<file path="src/rtl/muldiv_stall.sv">
// Iterative 32-cycle multiply / unsigned divide unit that stalls the ID/EX stage.
// One shift-add or restoring-division step per BUSY cycle; result registered on entry to DONE.
module muldiv_stall (
    input  logic        clk_i,
    input  logic        rst_i,
    input  logic        start_i,
    input  logic [1:0]  op_i,
    input  logic [31:0] data1_i,
    input  logic [31:0] data2_i,
    output logic        stall_o,
    output logic        done_o,
    output logic [31:0] result_o
);

    typedef enum logic [1:0] {IDLE, BUSY, DONE} state_t;

    state_t      state;
    logic [4:0]  cnt;
    logic [1:0]  op_q;
    logic [31:0] acc;   // product accumulator, or partial remainder
    logic [31:0] opa;   // shifting multiplicand, or dividend/quotient shift register
    logic [31:0] opb;   // shifting multiplier, or fixed divisor
    logic [31:0] acc_n, opa_n, opb_n, res_n;
    logic [32:0] rem_sh, diff;

    always_comb begin
        rem_sh = {acc, opa[31]};
        diff   = rem_sh - {1'b0, opb};
        acc_n  = acc;
        opa_n  = opa;
        opb_n  = opb;
        if (op_q == 2'b00) begin
            acc_n = acc + (opb[0] ? opa : 32'd0);
            opa_n = opa << 1;
            opb_n = opb >> 1;
        end else if (!diff[32]) begin
            // A zero divisor always "fits", giving all-ones quotient and dividend remainder
            acc_n = diff[31:0];
            opa_n = {opa[30:0], 1'b1};
        end else begin
            acc_n = rem_sh[31:0];
            opa_n = {opa[30:0], 1'b0};
        end
        case (op_q)
            2'b00:   res_n = acc_n;
            2'b01:   res_n = opa_n;
            2'b10:   res_n = acc_n;
            default: res_n = 32'd0;
        endcase
    end

    // Stall must rise in the same cycle the op is seen so ID/EX holds it.
    assign stall_o = !rst_i && (((state == IDLE) && start_i) || (state == BUSY));

    always_ff @(posedge clk_i or posedge rst_i) begin
        if (rst_i) begin
            state    <= IDLE;
            cnt      <= 5'd0;
            op_q     <= 2'b00;
            acc      <= 32'd0;
            opa      <= 32'd0;
            opb      <= 32'd0;
            done_o   <= 1'b0;
            result_o <= 32'd0;
        end else begin
            case (state)
                IDLE: begin
                    done_o <= 1'b0;
                    if (start_i) begin
                        op_q  <= op_i;
                        opa   <= data1_i;
                        opb   <= data2_i;
                        acc   <= 32'd0;
                        cnt   <= 5'd0;
                        state <= BUSY;
                    end
                end
                BUSY: begin
                    acc <= acc_n;
                    opa <= opa_n;
                    opb <= opb_n;
                    if (cnt == 5'd31) begin
                        state    <= DONE;
                        done_o   <= 1'b1;
                        result_o <= res_n;
                    end else begin
                        cnt <= cnt + 5'd1;
                    end
                end
                DONE: begin
                    // start_i here still belongs to the departing instruction
                    done_o <= 1'b0;
                    state  <= IDLE;
                end
                default: begin
                    done_o <= 1'b0;
                    state  <= IDLE;
                end
            endcase
        end
    end

endmodule

</file>
<file path="config.mk">
export PLATFORM = sky130hd
export DESIGN_NAME = muldiv_stall
export DESIGN_NICKNAME = d
export VERILOG_FILES = /design/src/rtl/muldiv_stall.sv
export SDC_FILE = /design/constraint.sdc
export NUM_CORES = 1
export LEC_CHECK = 0
export ABC_AREA = 1
export CORE_MARGIN = 3
export CORE_UTILIZATION = 60
export CTS_CLUSTER_DIAMETER = 60
export DETAILED_ROUTE_END_ITERATION = 6
export PLACE_DENSITY = 0.83
export REMOVE_ABC_BUFFERS = 1
export SLEW_MARGIN = 40
export SYNTH_ARGS = -nofsm -noshare
export SYNTH_HDL_FRONTEND = slang
export SYNTH_SLANG_ARGS = --single-unit
</file>
<file path="constraint.sdc">
create_clock -name clk_i -period 6.3 [get_ports clk_i]
set_clock_uncertainty 0.1 [all_clocks]
set_input_delay 1.26 -clock clk_i [delete_from_list [all_inputs] [get_ports clk_i]]
set_output_delay 1.26 -clock clk_i [all_outputs]
set_load 0.01 [all_outputs]
</file>
==> impl_summary.txt <==
----------------------------------------------------
[Run status]
  Result of the run ... finished, final reports clean

[GRT]
  Vias in the first global route ... 11,220
  First-pass GRT wire length ... 55,750 µm
  Overall track demand over capacity in global routing ... 33.65%
  Overflow after GRT ... 0
  Largest net degree at the start of global routing ... 92
  Number of antenna violations at the first check in global routing ... 0

[Floorplanning]
  Overall die area ... 20,980 µm²
  Initial core utilization ... 61.44%
  Core footprint ... 18,830 µm²
  Vertical die dimension ... 144.9 µm
  Boundary pin count ... 103
  Site row count ... 50
  Horizontal extent of the die ... 144.9 µm

[Detailed routing]
  Iteration count of the initial detailed-routing pass ... 5
  Vias post-DR ... 12,050
  Vias/cell ... 5.583
  DRC errors left ... 0
  Remaining antenna violation count after routing ... 0
  Post-detailed-route wirelength per cell ... 16.13 µm
  Total routed wirelength ... 34,830 µm
  Initial drt markers ... 945

[Synthesis]
  Yosys cell types ... 41
  Yosys warning count ... 0
  Mapped Avg Cell Area ... 6.374 µm²
  Top cells by area, synth ... dfrtp_1 30%, nand2_1 19%, inv_1 9.3%, nand3_1 7.8%, ha_1 7.1%
  Most numerous cell in the Yosys netlist ... nand2_1
  Post-Syn Area ... 11,570 µm²
  Most common flop cell mapped by yosys ... dfrtp_1
  Cell taking the most area after synthesis ... dfrtp_1
  Sequential-to-total area share from yosys stat ... 29.85%
  Post-synthesis async set-or-reset flop share ... 100.0%
  Post-synth top cells ... 599 x nand2_1, 286 x inv_1, 181 x nand3_1
  Synthesized netlist cell count ... 1,815
  Synth top area share ... 29.85%
  Number of enable flip-flop cells after synthesis ... 0
  Number of register bits inferred by synthesis ... 138

[STA]
  Total of endpoints with negative setup slack in the final report ... 0
  Max Freq ... 217.9 MHz
  Number of max-slew violations in the final report ... 0
  Actual transition at the worst max-transition pin ... 719.0 ps
  Final Cycle Share ... 72.84%
  Normalized max-slew margin ... 52.07%
  Unrepaired setup endpoints after global routing ... false
  Final Hold Slack ... 383.4 ps
  Number of endpoints with negative hold slack in the final report ... 0
  Clock period minus final worst setup slack ... 4589 ps

[Clocking]
  Setup Buffers After CTS ... 0
  CTS tree ... done
  Clock Sinks ... 138
  Total number of H-tree levels ... 4
  Post-CTS sizing ... 0
  Clock Root Buffer ... clkbuf_16
  Longest Clk Path Bufs ... 2
  # hold bufs at CTS ... 0
  Clock slew at reported path FFs ... 60 ps
  Cts bufs inserted ... 17
  Insertion delay of the later-clocked pin in the worst-skew pair ... 440 ps

[Worst setup path]
  Biggest cell delay along the critical path ... 540 ps
  Slowest library cell on the worst path ... clkdlybuf4s50_1
  Gate family responsible for the most delay along the worst path ... buffers and inverters
  Classification of the worst setup path ... in2out
  Kind of launch point of the worst setup path ... primary input
  Worst R2R Path Depth ... 19
  Reg-to-Reg End ... result_o[7]
  Largest fanout of any net on the critical path ... 33
  End of the critical path ... stall_o
  Cell chain of the critical path ... clkdlybuf4s50_1 -> nand2_1 -> buf_4 -> nor2_1 -> nor2_4 -> nor2_1 -> clkdlybuf4s50_1
  Reg-to-Reg Start ... opb[0]
  Signal arrival time at the worst endpoint ... 3230 ps
  Sum of buffers and inverters on the critical path ... 3
  Worst setup path start ... start_i
  Reg2Reg Setup Slack ... 2640 ps
  Data required, critical path ... 4940 ps
  Worst path depth ... 7
  Endpoint class of the critical path ... output port

[Run]
  Maxcap violations ... 0

[Final layout]
  Share of final-layout standard cells stronger than drive strength 1 ... 4.476%
  Area delta synth->final ... 15.72%
  Number of diodes ... 0
  Total non-filler cell area in the finished layout ... 13,390 µm²
  Net count reported at finish ... 2,023

[Place]
  PortBufs ... 102
  Routability Congestion ... 1.030
  Placed inst area ... 12,770 µm²
  HPWL after detailed placement ... 26,290 µm

[Hold path]
  Path type of the worst min-delay path ... reg2reg

----------------------------------------------------
==> routing by layer <==
layer / vias to the layer above / share of wire [%] / wire length [µm] / GRT usage [%]
met5: - / 0 / 0 / 0
met4: 0 / 3.5 / 1212 / 12.62
met3: 71 / 7.3 / 2527 / 6.507
met2: 451 / 44 / 15360 / 52.18
met1: 5550 / 45 / 15730 / 46.74
li1: 5981 / - / - / -
==> kinds of logic after synthesis <==
logic type	share of synthesized area, %
buffers and inverters	11.72
xor gates and xnor gates	1.590
and+or+nand+nor	36.03
adders and majority gates	7.484
AOI/OAI and AO/OA	13.32
DFF	29.85
==> through the flow <==
stage               TNS [ps]  instances  utilization, %  worst slack (ps)
floorplan            -339170       1753               -             -4209
global placement           0       2127           67.81              1749
detailed placement         0       2127           67.81              1731
CTS                        0       2159           71.06              1719
global route               0       2159           71.09              1564
finish                     0       2159           71.09              1711
==> layout by cell type (no fill, tap or decap), types with 11 or more instances in the layout <==
| master | count |
|---|---|
| a21boi_1 | 13 |
| a21oi_1 | 83 |
| a221oi_1 | 31 |
| buf_4 | 11 |
| clkbuf_16 | 17 |
| clkdlybuf4s50_1 | 102 |
| dfrtp_1 | 138 |
| ha_1 | 66 |
| inv_1 | 284 |
| nand2_1 | 599 |
| nand3_1 | 181 |
| nand3b_1 | 11 |
| nor2_1 | 91 |
| nor3_1 | 46 |
| o211ai_1 | 31 |
| o21ai_0 | 72 |
| or2_2 | 21 |
| xor2_1 | 18 |
==> sequential cells by signal, indices dropped and copies added, names as in the netlist <==
| signal | flops |
|---|---|
| cnt | 5 |
| op_q | 2 |
| opb | 32 |
| result_o | 32 |
| done_o | 1 |
| opa | 32 |
| acc | 32 |
| state | 2 |
==> worst min-delay path: stages, from the launching register on <==
cell     delay (ps)
dfrtp_1         350
nand2_1          50
nand2_1          50
==> worst min path at each step <==
stage | startpoint | to | slack [ps] | cells past startpoint
finish | result_o[1] | result_o[1] | 380 | 2
global placement | result_o[7] | result_o[7] | 360 | 2
CTS | result_o[4] | result_o[4] | 390 | 2
detailed placement | result_o[12] | result_o[12] | 360 | 2
global route | result_o[0] | result_o[0] | 410 | 2
floorplan | cnt[4] | cnt[4] | 360 | 2
==> layout make-up <==
class	count	area, µm²
flip-flops and latches	138	3453
clock inverters	14	181.4
multi-input cells	1326	6790
repair buffers	114	1115
fillers	1624	5444
well taps	260	325.3
inverters	289	1092
clock buffers	18	429.2
Power is not shown: default switching activity piles up to over one toggle a cycle in this logic, so the estimate is an artifact.
